[config.mk]
export PLATFORM = sky130hd
export DESIGN_NAME = icache_refill_ctrl_flat
export DESIGN_NICKNAME = d
export VERILOG_FILES = /design/src/rtl/icache_refill_ctrl_pkg.sv /design/src/rtl/icache_refill_ctrl_if.sv /design/src/rtl/icache_line_buf.sv /design/src/rtl/icache_refill_ctrl.sv /design/src/flat_wrapper.sv
export SDC_FILE = /design/constraint.sdc
export NUM_CORES = 1
export LEC_CHECK = 0
export ABC_CLOCK_PERIOD_IN_PS = 6220
export BUFFER_PORTS_ARGS = -buffer_cell sky130_fd_sc_hd__buf_2
export CAP_MARGIN = 20
export CORE_AREA = 5 5 251 253
export CTS_BUF_LIST = sky130_fd_sc_hd__clkbuf_16
export DETAILED_ROUTE_END_ITERATION = 12
export DIE_AREA = 0 0 256 258
export GPL_ROUTABILITY_DRIVEN = 1
export PLACE_DENSITY = 0.62
export SLEW_MARGIN = 20
export SYNTH_ARGS = -nofsm -noshare
export SYNTH_HDL_FRONTEND = slang
export SYNTH_SLANG_ARGS = --single-unit
[constraint.sdc]
create_clock -name clk -period 6.22 [get_ports clk]
set_input_delay 0.311 -clock clk [delete_from_list [all_inputs] [get_ports clk]]
set_output_delay 0.311 -clock clk [all_outputs]
set_load 0.05 [all_outputs]
[src/rtl/icache_refill_ctrl_pkg.sv]
// icache_refill_ctrl_pkg: FSM encoding, AXI burst constants and line geometry
// shared by the I-cache refill controller and its line buffer.
package icache_refill_ctrl_pkg;
   localparam int LINE_WORDS = 16;
   localparam int OFFSET_W = $clog2(LINE_WORDS) + 2;
   localparam logic [1:0] AXI_BURST_INCR = 2'b01;
   localparam logic [2:0] AXI_SIZE_4B = 3'b010;
   typedef enum logic [1:0] {ST_IDLE, ST_AR, ST_R, ST_DONE} state_e;
   function automatic logic [31:0] line_align(input logic [31:0] addr, input int offset_w);
      return addr & ~((32'd1 << offset_w) - 32'd1);
   endfunction
endpackage

[src/rtl/icache_refill_ctrl_if.sv]
// icache_refill_ctrl_if: AXI read address and read data channels between the
// refill controller (master) and the core read arbiter (slave).
interface icache_refill_ctrl_if;
   logic        arvalid;
   logic        arready;
   logic [31:0] araddr;
   logic [7:0]  arlen;
   logic [2:0]  arsize;
   logic [1:0]  arburst;
   logic [3:0]  arid;
   logic        rvalid;
   logic        rready;
   logic [31:0] rdata;
   logic [1:0]  rresp;
   logic        rlast;
   modport master (
      output arvalid, araddr, arlen, arsize, arburst, arid, rready,
      input  arready, rvalid, rdata, rresp, rlast
   );
   modport slave (
      input  arvalid, araddr, arlen, arsize, arburst, arid, rready,
      output arready, rvalid, rdata, rresp, rlast
   );
endinterface

[src/rtl/icache_line_buf.sv]
// icache_line_buf: WORDS x 32 line buffer with one indexed write port and a
// flat read bus; contents are intentionally not reset.
module icache_line_buf #(
   parameter int WORDS = 16
) (
   input  logic                       clk,
   input  logic                       we,
   input  logic [$clog2(WORDS)-1:0]   idx,
   input  logic [31:0]                wdata,
   output logic [32*WORDS-1:0]        rd_line
);
   logic [WORDS-1:0][31:0] mem_q, mem_d;
   always_ff @(posedge clk) begin
      mem_q <= mem_d;
   end
   always_comb begin
      mem_d = mem_q;
      if (we) mem_d[idx] = wdata;
   end
   assign rd_line = mem_q;
endmodule

[src/rtl/icache_refill_ctrl.sv]
// icache_refill_ctrl: issues one AXI INCR read burst per refill request and
// assembles the returned beats into a line for the I-cache main FSM.
module icache_refill_ctrl #(
   parameter int         LINE_WORDS = icache_refill_ctrl_pkg::LINE_WORDS,
   parameter logic [3:0] AXI_ID     = 4'd0
) (
   input  logic                     clk,
   input  logic                     rstn,
   input  logic                     r_req,
   input  logic [7:0]               r_length,
   input  logic [31:0]              r_addr,
   input  logic                     uncache,
   input  logic                     r_data_ready,
   output logic                     r_rdy_AXI,
   output logic                     fill_finish,
   output logic [32*LINE_WORDS-1:0] line_data,
   output logic                     bus_err,
   icache_refill_ctrl_if.master     axi
);
   import icache_refill_ctrl_pkg::*;
   localparam int IDX_W = $clog2(LINE_WORDS);
   localparam int OFS_W = IDX_W + 2;
   state_e           state_q, state_d;
   logic [31:0]      araddr_q, araddr_d;
   logic [7:0]       arlen_q, arlen_d;
   logic [IDX_W-1:0] cnt_q, cnt_d;
   logic             bus_err_q, bus_err_d;
   logic             beat;
   always_ff @(posedge clk) begin
      if (!rstn) begin
         state_q   <= ST_IDLE;
         araddr_q  <= '0;
         arlen_q   <= '0;
         cnt_q     <= '0;
         bus_err_q <= 1'b0;
      end else begin
         state_q   <= state_d;
         araddr_q  <= araddr_d;
         arlen_q   <= arlen_d;
         cnt_q     <= cnt_d;
         bus_err_q <= bus_err_d;
      end
   end
   // Beat counter wraps naturally at LINE_WORDS, so over-long bursts overwrite from word 0.
   always_comb begin
      state_d   = state_q;
      araddr_d  = araddr_q;
      arlen_d   = arlen_q;
      cnt_d     = cnt_q;
      bus_err_d = bus_err_q;
      case (state_q)
         ST_IDLE: if (r_req) begin
            state_d   = ST_AR;
            araddr_d  = uncache ? r_addr : line_align(r_addr, OFS_W);
            arlen_d   = r_length;
            cnt_d     = '0;
            bus_err_d = 1'b0;
         end
         ST_AR: if (axi.arready) state_d = ST_R;
         ST_R: if (axi.rvalid) begin
            cnt_d     = cnt_q + 1'b1;
            bus_err_d = bus_err_q | (axi.rresp != 2'b00);
            if (axi.rlast) state_d = ST_DONE;
         end
         default: if (r_data_ready) state_d = ST_IDLE;
      endcase
   end
   always_comb begin
      axi.arvalid = state_q == ST_AR;
      axi.rready  = state_q == ST_R;
      r_rdy_AXI   = (state_q == ST_AR) & axi.arready;
      fill_finish = (state_q == ST_DONE) & r_data_ready;
      beat        = (state_q == ST_R) & axi.rvalid;
   end
   assign axi.araddr  = araddr_q;
   assign axi.arlen   = arlen_q;
   assign axi.arsize  = AXI_SIZE_4B;
   assign axi.arburst = AXI_BURST_INCR;
   assign axi.arid    = AXI_ID;
   assign bus_err     = bus_err_q;
   icache_line_buf #(.WORDS(LINE_WORDS)) u_line_buf (
      .clk     (clk),
      .we      (beat),
      .idx     (cnt_q),
      .wdata   (axi.rdata),
      .rd_line (line_data)
   );
endmodule

[src/flat_wrapper.sv]
// flat-port wrapper written by rule: the top's interface ports become plain ports
module icache_refill_ctrl_flat import icache_refill_ctrl_pkg::*;
#(
   parameter int         LINE_WORDS = icache_refill_ctrl_pkg::LINE_WORDS,
   parameter logic [3:0] AXI_ID     = 4'd0
)
  (clk, rstn, r_req, r_length, r_addr, uncache, r_data_ready, r_rdy_AXI, fill_finish, line_data, bus_err, axi_arvalid, axi_araddr, axi_arlen, axi_arsize, axi_arburst, axi_arid, axi_rready, axi_arready, axi_rvalid, axi_rdata, axi_rresp, axi_rlast);
  icache_refill_ctrl_if axi_i ();
  input  logic clk;
  input  logic rstn;
  input  logic r_req;
  input  logic [7:0] r_length;
  input  logic [31:0] r_addr;
  input  logic uncache;
  input  logic r_data_ready;
  output logic r_rdy_AXI;
  output logic fill_finish;
  output logic [32*LINE_WORDS-1:0] line_data;
  output logic bus_err;
  output wire logic [$bits(axi_i.arvalid)-1:0] axi_arvalid;
  output wire logic [$bits(axi_i.araddr)-1:0] axi_araddr;
  output wire logic [$bits(axi_i.arlen)-1:0] axi_arlen;
  output wire logic [$bits(axi_i.arsize)-1:0] axi_arsize;
  output wire logic [$bits(axi_i.arburst)-1:0] axi_arburst;
  output wire logic [$bits(axi_i.arid)-1:0] axi_arid;
  output wire logic [$bits(axi_i.rready)-1:0] axi_rready;
  input wire logic [$bits(axi_i.arready)-1:0] axi_arready;
  input wire logic [$bits(axi_i.rvalid)-1:0] axi_rvalid;
  input wire logic [$bits(axi_i.rdata)-1:0] axi_rdata;
  input wire logic [$bits(axi_i.rresp)-1:0] axi_rresp;
  input wire logic [$bits(axi_i.rlast)-1:0] axi_rlast;
  assign axi_arvalid = axi_i.arvalid;
  assign axi_araddr = axi_i.araddr;
  assign axi_arlen = axi_i.arlen;
  assign axi_arsize = axi_i.arsize;
  assign axi_arburst = axi_i.arburst;
  assign axi_arid = axi_i.arid;
  assign axi_rready = axi_i.rready;
  assign axi_i.arready = axi_arready;
  assign axi_i.rvalid = axi_rvalid;
  assign axi_i.rdata = axi_rdata;
  assign axi_i.rresp = axi_rresp;
  assign axi_i.rlast = axi_rlast;
  icache_refill_ctrl #(.LINE_WORDS(LINE_WORDS), .AXI_ID(AXI_ID)) u_core (.clk(clk), .rstn(rstn), .r_req(r_req), .r_length(r_length), .r_addr(r_addr), .uncache(uncache), .r_data_ready(r_data_ready), .r_rdy_AXI(r_rdy_AXI), .fill_finish(fill_finish), .line_data(line_data), .bus_err(bus_err), .axi(axi_i));
endmodule
==> impl_results.md <==
- Final hold violations: 0
- CP startpoint kind: flip-flop
- Hold crit path type: input port to flip-flop
- Power per Cell Area: around 340 mW/mm^2
- Drt initial violations: 613
- Largest net degree at the start of global routing: between 40 and 50
- Rows: 91
- # Post-CTS Setup Buffers: 0
- Unrepaired setup endpoints after global routing: no
- WP data arrival: 3.23 ns
- Die width: between 200 and 300 um
- Sw Share: approximately 25%
- CP Max Fanout: 26
- Mean Syn Cell Area: between 20 and 25 um^2
- Ant. Diodes: 0
- Total GRT Usage: approximately 16%
- Sequential area share after synthesis: between 90 and 100%
- Clk pin slew, worst setup/hold paths: approximately 0.070 ns
- DRC: 0
- Synthesis-stage register bit count: 559
- RD Place Congestion: around 0.78
- Largest stage delay on the critical path: approximately 0.69 ns
- Worst Path Required: around 6.4 ns
- Upper clock frequency limit: ~0.33 GHz
- GR Overflow Total: 0
- Max stage delay cell, worst path: nor3_2
- CTS tree: done
- IO buf count: between 600 and 700
- Clk pwr share: 39.4%
- Setup Viol. Count Final: 0
- Post-layout min period: roughly 3 ns
- Slew headroom: approximately two fifths
- Setup Crit Path Kind: flip-flop to flip-flop
- Grt met3 use: between 5 and 6%
- Total internal power: 6.20 mW
- Comb pwr share: 9.1%
- IO Pins: 648
- Num CTS Buffers: between 50 and 60
- Final #Nets: around 1,600
- DP Wirelength: 36.8 mm
- Die H: roughly 260 um
- GRT met1 Usage: approximately a fifth
- Max-slew violations: 0
- Cell family with most CP delay: simple AND/OR/NAND/NOR gates
- Setup Skew: roughly 0.011 ns
- Synth Cell Area: around 0.018 mm^2
- Met2 usage: 26.3%
- Clk Latency, worst-skew pair: 0.60 ns
- Die area: between 0.06 and 0.07 mm^2
- DRT Pass-1 Iters: 4
- Final worst-path cycle share: around half
- Initial Utilization: ~29%
- Worst Setup End Kind: flip-flop
- Synth warn: 0
- Root buffer cell: clkbuf_16
- Routed WL: 55.3 mm
- Vias/cell: 4.38
- Gr busiest metal: met2
- # clock sinks: around 560
- DR vias: 10,321
- Initial antenna violation count: 0
- Pleak: between 9 and 10 nW
- Post-Syn Instances: 784
- Area of the core: 0.0608 mm^2
- Synthesis-to-layout area growth: 37.2%
- Share of cells above drive strength 1: 48.6%
- Vias in the first global route: approximately 11,000
- Sequential share of power: between 50% and 60%
- Post-Route Setup TNS: 0 ns
- Htree depth: 2
- Maximum root-to-sink buffer count: 3
- Worst-Margin Slew: about 0.91 ns
- Avg WL per Cell: 23.5 um
- Buffers & Inverters on Critical Path: 2
- VDD IR-drop max: about 0.21 mV
- Worst path cell trace: inv_1 > ha_1 > nand3_1 > nor3_2 > buf_4
- Count of cell types in the netlist: 28
- Net Sw Power: around 2 mW
- Final antenna-violating net count: 0
- Fin util: 39.6%
- Global-route wire length before repair: just under 80 mm
- Max cap viols: 0
- Status: finished, final reports clean
-- Yosys cell counts --
cell type	n	area share (%)
a21boi_0	38	1.6
a21boi_1	4	0.17
a21oi_1	4	0.11
and2_1	3	0.11
buf_1	1	0.021
buf_2	1	0.028
buf_4	9	0.38
buf_6	2	0.13
clkbuf_1	14	0.30
conb_1	2	0.043
dfxtp_1	47	5.4
edfxtp_1	512	88
ha_1	10	0.71
inv_1	7	0.15
mux2i_1	3	0.17
nand2_1	81	1.7
nand2b_1	2	0.071
nand3_1	11	0.31
nor2_1	13	0.28
nor2b_1	2	0.071
nor2b_4	1	0.078
nor3_1	5	0.14
o211ai_1	1	0.043
o21ai_0	3	0.085
o31ai_1	2	0.085
or3_1	3	0.11
or4_1	2	0.085
or4_4	1	0.064
-- area by class of cell --
class,instances,area (um^2)
Clock buffer,57,1430
Clock inverter,45,359
Fill cell,5532,36700
Inverter,7,26.3
Multi-Input combinational cell,198,1210
Sequential cell,559,16300
Tap cell,790,988
Timing Repair Buffer,699,3780
-- power groups by stage --
stage	clock [mW]	sequential (mW)	combinational (mW)
after floorplan	0	4.55	0.255
after global placement	0	4.30	0.716
after detailed placement	0	4.31	0.731
after CTS	3.34	4.23	0.751
after global routing	3.50	4.23	0.801
final	3.24	4.23	0.752
-- cell families (layout without fill, tap and decap cells) --
kind of cell / Yosys count / after routing / synth area share (%)
other cells: 2 / 9 / 0.0428
simple gates: 124 / 124 / 3.05
compound gates: 52 / 52 / 2.12
flops: 559 / 559 / 92.9
buf+inv: 34 / 808 / 1.01
mux: 3 / 3 / 0.171
fa+ha+maj: 10 / 10 / 0.712
-- registers in the layout, summed over array words and instances, names as in the netlist --
signal and count:
u_core.u_line_buf.rd_line 512, u_core.axi.araddr 32, u_core.axi.arlen 8, u_core.cnt_q 4, u_core.state_q 2, u_core.bus_err 1
-- worst reg2reg max path, stage by stage, from the launching register on --
cell	delay (ns)
dfxtp_1	0.36
inv_1	0.13
ha_1	0.42
nand3_1	0.40
nor3_2	0.69
buf_4	0.62
-- per-layer routing --
| layer | wire length, um | part of all wire (%) |
|---|---|---|
| met2 | 26600 | 48 |
| met1 | 22500 | 41 |
| met3 | 4630 | 8.4 |
| met4 | 1600 | 2.9 |
| met5 | 0 | 0 |
-- path summary, 6_finish.rpt --
| check | from | end | slack, ns | depth (start not counted) |
|---|---|---|---|---|
| max reg2reg | u_core.state_q[0]$_SDFFE_PN0P_ | u_core.u_line_buf.rd_line[43]$_DFFE_PP_ | 3.21 | 5 |
| min | uncache | u_core.axi.araddr[1]$_SDFFE_PN0P_ | 0.06 | 3 |
| min reg2reg | u_core.bus_err$_SDFFE_PN0P_ | u_core.bus_err$_SDFFE_PN0P_ | 0.45 | 2 |
| max | u_core.state_q[0]$_SDFFE_PN0P_ | u_core.u_line_buf.rd_line[43]$_DFFE_PP_ | 3.21 | 5 |
-- metrics by stage --
step           total power [mW]  hold WS, ns  area [um^2]  instances  setup WS (ns)
2_1_floorplan              4.81        0.410        17600        791           2.29
3_3_place_gp               5.02        0.438        21900       2211           3.32
3_5_place_dp               5.04        0.440        21900       2213           3.12
4_1_cts                    8.32      0.00805        24100       2355           3.11
5_1_grt                    8.53       0.0405        24100       2355           2.94
6_report                   8.22       0.0570        24100       2355           3.21
-- cells in the final DEF (no fill, tap or decap), drive strengths merged, types with 9 or more instances in the layout --
cell type	instances
dlygate4sd3	40
a21boi	42
nor2	13
buf	659
nand3	11
clkinv	23
edfxtp	512
conb	9
dfxtp	47
clkbuf	57
ha	10
nand2	81
inv	20
-- what timing repair did --
action,CTS,global route
hold buffers,40,0
hold endpoints to repair,40,0
resized for setup,0,0
Power figures use the tool's default switching activity.
